===== src/rtl/ise_pkg.sv =====
`default_nettype none
// ============================================================================
//  Package     : ise_pkg
//  Description : Shared constants, color codes, FSM state encoding and the
//                result record used by the image sorting engine feeder.
//  Revision    : 1.0 - initial release
// ============================================================================
package ise_pkg;

  localparam int N_IMG    = 32;     // images per run
  localparam int N_PIX    = 16384;  // pixels per image
  localparam int BUSY_TMO = 64;     // cycles allowed for busy to rise

  localparam int IW = $clog2(N_IMG);  // image index width
  localparam int PW = 14;             // pixel field width inside mem_addr
  localparam int AW = IW + PW;        // pixel memory address width
  localparam int DW = 24;             // {R,G,B}
  localparam int CW = 2;              // color code width
  localparam int WW = IW + 1;         // result write counter, reaches N_IMG

  typedef enum logic [CW-1:0] {
    COLOR_RED   = 2'd0,
    COLOR_GREEN = 2'd1,
    COLOR_BLUE  = 2'd2
  } color_e;

  typedef enum logic [2:0] {
    ST_IDLE    = 3'd0,
    ST_STREAM  = 3'd1,
    ST_DRAIN   = 3'd2,
    ST_WAIT_HI = 3'd3,
    ST_WAIT_LO = 3'd4,
    ST_COLLECT = 3'd5,
    ST_DONE    = 3'd6
  } state_e;

  typedef struct packed {
    logic [CW-1:0] color;
    logic [IW-1:0] index;
  } result_t;

endpackage
`default_nettype wire


===== src/rtl/ise_result_checker.sv =====
`default_nettype none
// ============================================================================
//  Module      : ise_result_checker
//  Description : Captures the engine's sorted result beats into a buffer and
//                checks that colors are nondecreasing and that every image
//                index shows up exactly once.
//  Revision    : 1.0 - initial release
//  Ports       : clk, reset        clock, async active-high reset
//                clear_i           restart capture (counters, mask, flags)
//                collect_en_i      beats are accepted only while high
//                out_valid_i       result beat strobe
//                color_i, index_i  result beat payload
//                rd_addr_i         buffer read address
//                rd_color_o/rd_index_o  combinational buffer read data
//                last_beat_o       the final (N_IMG-th) beat is accepted now
//                err_order_o       a beat's color was below the previous one
//                err_dup_o         repeated or missing image index
// ============================================================================
module ise_result_checker
  import ise_pkg::*;
(
  input  logic          clk,
  input  logic          reset,
  input  logic          clear_i,
  input  logic          collect_en_i,
  input  logic          out_valid_i,
  input  logic [CW-1:0] color_i,
  input  logic [IW-1:0] index_i,
  input  logic [IW-1:0] rd_addr_i,
  output logic [CW-1:0] rd_color_o,
  output logic [IW-1:0] rd_index_o,
  output logic          last_beat_o,
  output logic          err_order_o,
  output logic          err_dup_o
);

  localparam logic [WW-1:0] WCNT_FULL = WW'(N_IMG);
  localparam logic [WW-1:0] WCNT_LAST = WW'(N_IMG - 1);

  result_t             res_q [N_IMG];
  logic [WW-1:0]       wcnt_q;
  logic [N_IMG-1:0]    seen_q;
  logic [CW-1:0]       prev_color_q;
  logic                err_order_q;
  logic                err_dup_q;

  logic                w_accept;
  logic [N_IMG-1:0]    w_onehot;
  logic [N_IMG-1:0]    w_seen_d;
  result_t             w_rd;

  // The wcnt guard keeps a stray extra beat from overwriting entry 0.
  assign w_accept    = collect_en_i && out_valid_i && (wcnt_q < WCNT_FULL);
  assign w_onehot    = N_IMG'(1) << index_i;
  assign w_seen_d    = seen_q | w_onehot;
  assign last_beat_o = w_accept && (wcnt_q == WCNT_LAST);

  always_ff @(posedge clk or posedge reset) begin
    if (reset) begin
      wcnt_q       <= '0;
      seen_q       <= '0;
      prev_color_q <= COLOR_RED;
      err_order_q  <= 1'b0;
      err_dup_q    <= 1'b0;
    end else if (clear_i) begin
      wcnt_q       <= '0;
      seen_q       <= '0;
      prev_color_q <= COLOR_RED;
      err_order_q  <= 1'b0;
      err_dup_q    <= 1'b0;
    end else if (w_accept) begin
      wcnt_q       <= wcnt_q + WW'(1);
      seen_q       <= w_seen_d;
      prev_color_q <= color_i;
      // The first beat has no predecessor to compare against.
      if ((wcnt_q != '0) && (color_i < prev_color_q))
        err_order_q <= 1'b1;
      if ((seen_q & w_onehot) != '0)
        err_dup_q <= 1'b1;
      // On the closing beat every image must have been reported.
      if (last_beat_o && (w_seen_d != '1))
        err_dup_q <= 1'b1;
    end
  end

  // Buffer storage carries no reset; contents after a reset are undefined.
  always_ff @(posedge clk) begin
    if (w_accept)
      res_q[wcnt_q[IW-1:0]] <= '{color: color_i, index: index_i};
  end

  assign w_rd        = res_q[rd_addr_i];
  assign rd_color_o  = w_rd.color;
  assign rd_index_o  = w_rd.index;
  assign err_order_o = err_order_q;
  assign err_dup_o   = err_dup_q;

endmodule
`default_nettype wire


===== src/rtl/ise_image_feeder.sv =====
`default_nettype none
// ============================================================================
//  Module      : ise_image_feeder
//  Description : Host-side initiator for the image sorting engine. Streams
//                N_IMG images from pixel memory to the engine, waits for the
//                engine's busy handshake after each image, then captures and
//                checks the sorted results.
//  Revision    : 1.0 - initial release
//  Ports       : clk, reset (async, active-high), start (1-cycle pulse)
//                mem_rd/mem_addr/mem_rdata  pixel memory, 1-cycle read latency
//                busy                       engine busy
//                image_in_index/pixel_in/pix_valid  pixel stream to engine
//                out_valid/color_index/image_out_index  engine result beats
//                rd_addr/rd_color/rd_index  result buffer read port
//                done, err_tmo, err_order, err_dup  run status
// ============================================================================
module ise_image_feeder
  import ise_pkg::*;
#(
  parameter int PIX_PER_IMG = N_PIX,
  parameter int TMO_LIMIT   = BUSY_TMO
) (
  input  logic          clk,
  input  logic          reset,
  input  logic          start,
  output logic          mem_rd,
  output logic [AW-1:0] mem_addr,
  input  logic [DW-1:0] mem_rdata,
  input  logic          busy,
  output logic [IW-1:0] image_in_index,
  output logic [DW-1:0] pixel_in,
  output logic          pix_valid,
  input  logic          out_valid,
  input  logic [CW-1:0] color_index,
  input  logic [IW-1:0] image_out_index,
  input  logic [IW-1:0] rd_addr,
  output logic [CW-1:0] rd_color,
  output logic [IW-1:0] rd_index,
  output logic          done,
  output logic          err_tmo,
  output logic          err_order,
  output logic          err_dup
);

  localparam int            TW       = $clog2(TMO_LIMIT + 1);
  localparam logic [PW-1:0] PIX_LAST = PW'(PIX_PER_IMG - 1);
  localparam logic [IW-1:0] IMG_LAST = IW'(N_IMG - 1);
  localparam logic [TW-1:0] TMO_LAST = TW'(TMO_LIMIT - 1);

  state_e          state_q;
  logic [IW-1:0]   img_q;
  logic [PW-1:0]   pix_q;
  logic [TW-1:0]   tmo_q;
  logic            mem_rd_q;
  logic            rvalid_q;
  logic [DW-1:0]   pixel_q;
  logic            pix_valid_q;
  logic            done_q;
  logic            err_tmo_q;

  logic            w_start_ok;
  logic            w_collect;
  logic            w_last_beat;

  assign w_start_ok = start && ((state_q == ST_IDLE) || (state_q == ST_DONE));
  assign w_collect  = (state_q == ST_COLLECT);

  always_ff @(posedge clk or posedge reset) begin
    if (reset) begin
      state_q     <= ST_IDLE;
      img_q       <= '0;
      pix_q       <= '0;
      tmo_q       <= '0;
      mem_rd_q    <= 1'b0;
      rvalid_q    <= 1'b0;
      pixel_q     <= '0;
      pix_valid_q <= 1'b0;
      done_q      <= 1'b0;
      err_tmo_q   <= 1'b0;
    end else begin
      // Read data returns one cycle after mem_rd and is registered on return,
      // so each pixel appears on pixel_in two cycles after its read strobe.
      rvalid_q    <= mem_rd_q;
      pix_valid_q <= rvalid_q;
      if (rvalid_q)
        pixel_q <= mem_rdata;

      case (state_q)
        ST_IDLE, ST_DONE: begin
          if (w_start_ok) begin
            state_q   <= ST_STREAM;
            img_q     <= '0;
            pix_q     <= '0;
            mem_rd_q  <= 1'b1;
            done_q    <= 1'b0;
            err_tmo_q <= 1'b0;
          end
        end
        ST_STREAM: begin
          // busy is not looked at here; the engine only raises it after a
          // complete image.
          if (pix_q == PIX_LAST) begin
            state_q  <= ST_DRAIN;
            mem_rd_q <= 1'b0;
          end else begin
            pix_q <= pix_q + PW'(1);
          end
        end
        ST_DRAIN: begin
          state_q <= ST_WAIT_HI;
          tmo_q   <= '0;
        end
        ST_WAIT_HI: begin
          if (busy) begin
            state_q <= ST_WAIT_LO;
          end else if (tmo_q == TMO_LAST) begin
            // TMO_LIMIT cycles have now elapsed without busy.
            state_q   <= ST_DONE;
            err_tmo_q <= 1'b1;
            done_q    <= 1'b1;
          end else begin
            tmo_q <= tmo_q + TW'(1);
          end
        end
        ST_WAIT_LO: begin
          if (!busy) begin
            pix_q <= '0;
            if (img_q == IMG_LAST) begin
              img_q   <= '0;
              state_q <= ST_COLLECT;
            end else begin
              img_q    <= img_q + IW'(1);
              state_q  <= ST_STREAM;
              mem_rd_q <= 1'b1;
            end
          end
        end
        ST_COLLECT: begin
          if (w_last_beat) begin
            state_q <= ST_DONE;
            done_q  <= 1'b1;
          end
        end
        default: begin
          state_q <= ST_IDLE;
        end
      endcase
    end
  end

  ise_result_checker u_checker (
    .clk          (clk),
    .reset        (reset),
    .clear_i      (w_start_ok),
    .collect_en_i (w_collect),
    .out_valid_i  (out_valid),
    .color_i      (color_index),
    .index_i      (image_out_index),
    .rd_addr_i    (rd_addr),
    .rd_color_o   (rd_color),
    .rd_index_o   (rd_index),
    .last_beat_o  (w_last_beat),
    .err_order_o  (err_order),
    .err_dup_o    (err_dup)
  );

  assign mem_rd         = mem_rd_q;
  assign mem_addr       = {img_q, pix_q};
  assign image_in_index = img_q;
  assign pixel_in       = pixel_q;
  assign pix_valid      = pix_valid_q;
  assign done           = done_q;
  assign err_tmo        = err_tmo_q;

endmodule
`default_nettype wire


===== config.mk =====
export PLATFORM = sky130hd
export DESIGN_NAME = ise_image_feeder
export DESIGN_NICKNAME = d
export VERILOG_FILES = /design/src/rtl/ise_pkg.sv /design/src/rtl/ise_result_checker.sv /design/src/rtl/ise_image_feeder.sv
export SDC_FILE = /design/constraint.sdc
export NUM_CORES = 1
export LEC_CHECK = 0
export ABC_AREA = 1
export CAP_MARGIN = 20
export CORE_ASPECT_RATIO = 2
export CORE_UTILIZATION = 43
export CTS_BUF_LIST = sky130_fd_sc_hd__clkbuf_4 sky130_fd_sc_hd__clkbuf_8
export DETAILED_ROUTE_END_ITERATION = 7
export SYNTH_ARGS = -nofsm -noshare
export SYNTH_HDL_FRONTEND = slang
export SYNTH_SLANG_ARGS = --single-unit

===== constraint.sdc =====
create_clock -name clk -period 3.15 [get_ports clk]
set_input_delay 0.315 -clock clk [delete_from_list [all_inputs] [get_ports clk]]
set_output_delay 0.315 -clock clk [all_outputs]
set_load 0.02 [all_outputs]

# Word level (Yosys, flattened, before mapping)
# Memory sizes are Yosys's and may differ from the RTL's.
# Index checks and enable logic that the tools add are counted.
[totals]
output_inout_bits = 61
elab_cells = 119
mem_count = 1
register_bits = 100
input_bits = 41
ramBits = 224
[classes]
bitwise = 2
eq_ne = 21
n_shift = 1
n_lt_le_gt_ge = 2
n_addsub = 4
n_reduce_logical = 28
muxes = 45
[memory_table]
columns = ["memory", "words", "width", "read_ports", "rd_ports_with_merged_regs", "wr", "line_no", "text"]
rows = [
  ["u_checker.res_q", 32, 7, 1, 0, 1, "ise_result_checker.sv:40", "result_t res_q [N_IMG];"],
]
[ops]
columns = ["operator", "n"]
rows = [
  ["32-bit two-way mux", 2],
  ["14-bit two-way mux", 3],
  ["14-bit one-hot mux with 3 select lines", 1],
  ["32-bit bitwise AND", 1],
  ["32-bit inequality test, second input constant", 1],
  ["32-bit bitwise OR", 1],
  ["32-bit nonzero test", 1],
  ["1-bit by 5-bit << shifter with 32-bit output, first input constant", 1],
  ["3-bit two-way mux", 7],
  ["3-bit one-hot mux with 6 select lines", 1],
  ["1-bit two-way mux", 17],
  ["2-bit inequality test, second input constant", 8],
  ["5-bit two-way mux", 3],
  ["5-bit AND reduction", 3],
  ["14-bit by 1-bit adder with 14-bit output, second input constant", 1],
  ["14-bit == test, second input constant", 1],
  ["7-bit two-way mux", 2],
  ["7-bit one-hot mux with 2 select lines", 1],
  ["6-bit two-way mux", 2],
  ["5-bit one-hot mux with 2 select lines", 1],
  ["2-bit nonzero test", 5],
  ["3-bit == test, second input constant", 3],
  ["3-bit nonzero test", 3],
  ["4-bit AND reduction", 2],
  ["other kinds (22)", 32],
]

# Longest topological paths before layout
# Gate-level depths: netlist of run 1.
[depth]
ltp_word = 8
mapped_depth = 14
depth_no_buf = 14

# Modules after synthesis
# A second synthesis of run 1 with hierarchy kept.
[hier_totals]
cells_unflattened = 1369
hier_area_um2 = 14457.6
[by_module_without_submodules]
columns = ["module", "seq_area_each_um2", "cells_per_inst", "area_per_inst_um2", "n_inst"]
rows = [
  ["ise_result_checker", 7777.5, 1041, 11483.5, 1],
  ["ise_image_feeder", 1451.4, 328, 2974.1, 1],
]

# Worst setup path after synthesis of run 1
# No wires, ideal clock.
[synth_path]
path_kind = "flip-flop to flip-flop"
from = "register state_q[1]"
to = "memory u_checker.res_q[0][0] in the netlist's numbering, enable pin"
period_less_slack_ns = 2.043
required_ns = 2.790
slack_ns = 1.107
path_stages_with_launch = 9
path_buffers = 3
arrival_ns = 1.683
setup_ns = 0.360
cell_sequence = "dfrtp_1 -> inv_1 -> nand3_1 -> nor3_1 -> clkbuf_8 -> inv_1 -> buf_6 -> buf_2 -> nor2_1"
[synth_between]
elab_chain_len = 5
[synth_lines]
columns = ["element", "line_no", "text"]
rows = [
  ["start: declaration", "ise_image_feeder.sv:50", "state_e state_q;"],
  ["start signal: assignment", "ise_image_feeder.sv:70", "state_q <= ST_IDLE;"],
  ["start signal: assignment", "ise_image_feeder.sv:91", "state_q <= ST_STREAM;"],
  ["start signal: assignment", "ise_image_feeder.sv:103", "state_q <= ST_DRAIN;"],
  ["3-bit == test", "ise_image_feeder.sv:66", "assign w_collect = (state_q == ST_COLLECT);"],
  ["1-bit logical AND (2 in a row)", "ise_result_checker.sv:53", "assign w_accept = collect_en_i && out_valid_i && (wcnt_q < WCNT_FULL);"],
  ["1-bit two-way mux", "ise_result_checker.sv:88", "if (w_accept)"],
  ["1-bit two-way mux (implied by the code)", "ise_result_checker.sv:89", "res_q[wcnt_q[IW-1:0]] <= '{color: color_i, index: index_i};"],
  ["end: declaration", "ise_result_checker.sv:40", ""],
]
# No other way between the ends.

# Worst setup path after layout of run 1
[layout_path]
from = "memory u_checker.res_q[26][1] in the netlist's numbering"
to = "output port rd_index[1]"
[layout_between]
elab_chain_len = 1
[layout_lines]
columns = ["element", "line_no", "text"]
rows = [
  ["memory 32 x 7 bit", "--", ""],
  ["end: declaration", "ise_image_feeder.sv:38", "output logic [IW-1:0] rd_index,"],
]
# No other way between the ends.

==> impl_metrics.ini, run 1 <==
[place]
portBuffers = 101
place_inst = 1776
dp_hpwl_um = 25700
place.gp.congestion = 0.880

[synthesis]
yosys_register_bits = 324
synth_fp_nets = 1334
synth_seq_area_share = 0.655
synthMuxAreaShare = 0.0192
ys_types = 39
synth-edff-count = 224
netlist_top_cells_area = edfxtp_1 48%, dfrtp_1 18%, nor2_1 6.0%
yosysTopAreaCellShare = 0.477
synth-main-ff-cell = edfxtp_1
yosys_warnings = 0
synth_area_um2 = 14100
synth_compound_area_frac = 0.114
synth_top_family_by_area = simple AND/OR/NAND/NOR gates
synth_adder_area_share = 0.00799
synth_top_area_cell = edfxtp_1
synth-xor-area-share = 0.00684
synthArstFlopShare = 0.309
synth_cells = 1284
synth_simple_gate_area_frac = 0.150
syn_avg_cell_area_um2 = 11.0

[sta]
fin_crit_sh = 0.935
clock_skew_ns = 0.0315
final_hold_viol_count = 0
relSlewSlack = 0.332
max_freq_ghz = 0.340
setup_tns_ns = 0
period_needed_ns = 2.94
report.final.slew_viol_count = 0
setup_violations = 0
hold_ws_ns = 0.147
tightest_slew_ns = 1.00
rsz0062_at_grt = false

[layout]
fin_cells = 1863
nNetsFinal = 1448
nFillCells = 2913
final_layout_size_suffix_gt1_frac = 0.118
area_growth_pct = 18.1

[global_route]
overflow = 0
grt_pass1_wl_um = 57900
grt_antenna_before_repair = 1
grt_max_degree = 65
grt_pass1_vias = 10400
grt_usage = 0.232

[die]
initial_core_util = 0.437
die_y_um = 258
die_x_um = 130
io_pins = 102
core_area_um2 = 32200
dieArea_um2 = 33500
fp-row-count = 93

[worst_setup_path]
path_max_fanout = 1
cp.arrival_ns = 2.63
worstSetupPathType = reg -> out
crit_required_ns = 2.83
cp-end-kind = primary output
rrSetupSlack_ns = 0.55
startpoint_type = flip-flop

[worst_hold_path]
hp-class = in -> async

[detailed_routing]
dr_total_vias = 10200
drc = 0
wl_um = 37900
via_per_inst = 5.48
wire_per_inst_um = 20.3
ant_nets = 0
drt-initial-drc-count = 708
first_pass_iters = 6

[clock_tree]
cts.path.max_buffers = 3
clk_pin_slew_ns = 0.06
postCtsHoldBufs = 0
postCtsSetupBuffers = 0
cts-root-buf = clkbuf_8
htree_levels = 2
cts_tree = yes
cts_resized = 0
cts_buffers = 47
clk_latency_ns = 0.60
cts.sinks = 324

[status]
status = finished, final reports clean

[pwr]
power.density_nw_per_um2 = 592
power_mw = 9.86
cellLeakagePower_nw = 6.09
vdd_drop_max_mv = 0.430

[flow_run]
drv_cap = 0
cells by family after synthesis:
kind of cell,count (synthesis)
simple gates,487
buf+inv,158
compound gates,271
mux,24
fa+ha+maj,9
flops,324
xor+xnor,11
where the power goes:
| part | internal [mW] | leakage (nW) | switching, mW |
|---|---|---|---|
| Clock | 1.96 | 0.521 | 1.65 |
| Sequential | 4.69 | 3.32 | 0.104 |
| Combinational | 0.472 | 2.25 | 0.980 |
| Total | 7.12 | 6.09 | 2.73 |
through the flow:
step	instance area, um2	util	setup slack (ns)
2_1_floorplan	14100	-	0.216
6_report	16600	0.516	0.206
3_3_place_gp	15600	0.485	0.149
5_1_grt	16600	0.516	0.102
4_1_cts	16600	0.516	0.00880
3_5_place_dp	15600	0.485	0.126
worst max-delay path, cell delays in order (launching register included):
cell             delay, ns
edfxtp_1              0.32
o21ai_0               0.08
o22ai_2               0.29
o21ai_0               0.22
o21ai_0               0.28
nand2_1               0.08
nand2_1               0.15
clkdlybuf4s50_1       0.62
flip-flops by register name, indices dropped and copies added (netlist names), 2 cells and up:
signal,flops
tmo_q,7
u_checker.prev_color_q,2
u_checker.seen_q,32
pix_q,14
u_checker.wcnt_q,6
state_q,3
pixel_in,24
u_checker.res_q,224
image_in_index,5
routing by layer:
metal  part of all wire  track usage  vias up
met4              0.067        0.154        0
met2               0.55        0.438      334
met1               0.34        0.231     4950
li1                   -            -     4811
met3              0.038       0.0307      109
met5                  0            0        -
final cells by class:
class	count	area [um2]	area share
Inverter	83	314	0.0189
Sequential cell	324	9230	0.555
Tap cell	427	534	0.0321
Clock inverter	27	251	0.0151
Multi-Input combinational cell	802	4220	0.253
Antenna cell	1	2.50	0.000150
Clock buffer	59	737	0.0443
Timing Repair Buffer	140	1360	0.0815
cell usage after synthesis (all sizes together) (2+ instances only):
cell type / instances
a31oi: 6
nor3: 11
buf: 25
edfxtp: 224
dfrtp: 100
and3: 2
o31ai: 2
nand4: 36
nor2: 234
a21oi: 18
clkbuf: 50
o21ai: 152
a32o: 2
inv: 82
mux2: 24
nand3: 64
o22ai: 44
nand2: 138
xor2: 10
ha: 9
o221ai: 44
final timing paths:
kind / startpoint / end / depth (start not counted)
worst max-delay path: u_checker.res_q[26][1]$_DFFE_PP_ / rd_index[1] / 7
worst min-delay path: reset / pixel_in[6]$_DFFE_PP0P_ / 2
worst max register to register: state_q[1]$_DFFE_PP0P_ / u_checker.res_q[23][0]$_DFFE_PP_ / 6
worst min register to register: mem_rd$_DFFE_PP0P_ / rvalid_q$_DFF_PP0_ / 0
max in group asynchronous: reset / pix_q[2]$_DFFE_PP0P_ / 3
min in group clk: image_out_index[4] / u_checker.res_q[1][4]$_DFFE_PP_ / 1
placed cells by master (no fill, tap or decap), drive strengths merged:
cell           netlist  final
buf                 25     44
inv                 82     84
a311oi               1      1
o21bai               1      1
or2                  1      1
mux2                24     24
a21oi               18     18
dfrtp              100    100
clkinv               1     21
nand2              138    138
o31ai                2      2
o41ai                1      1
a31oi                6      6
and3                 2      2
diode                0      1
nor4                 1      1
a32o                 2      2
clkdlybuf4s50        0     96
nor3                11     11
clkbuf              50     59
nor2               234    234
ha                   9      9
xor2                10     10
bufinv               0      5
o221ai              44     44
nand3               64     64
edfxtp             224    224
o22ai               44     44
xnor2                1      1
o21ai              152    152
nand4               36     36
(Power assumes the default switching activity.)
==> run 2: changes to the inputs <==
--- a/config.mk
+++ b/config.mk
@@ -11,6 +11,7 @@
 export CORE_UTILIZATION = 43
 export CTS_BUF_LIST = sky130_fd_sc_hd__clkbuf_4 sky130_fd_sc_hd__clkbuf_8
 export DETAILED_ROUTE_END_ITERATION = 7
+export HOLD_SLACK_MARGIN = 0.08
 export SYNTH_ARGS = -nofsm -noshare
 export SYNTH_HDL_FRONTEND = slang
 export SYNTH_SLANG_ARGS = --single-unit
==> results of run 2 <==
No change in the layout: final DEF, timing and power equal those of run 1.
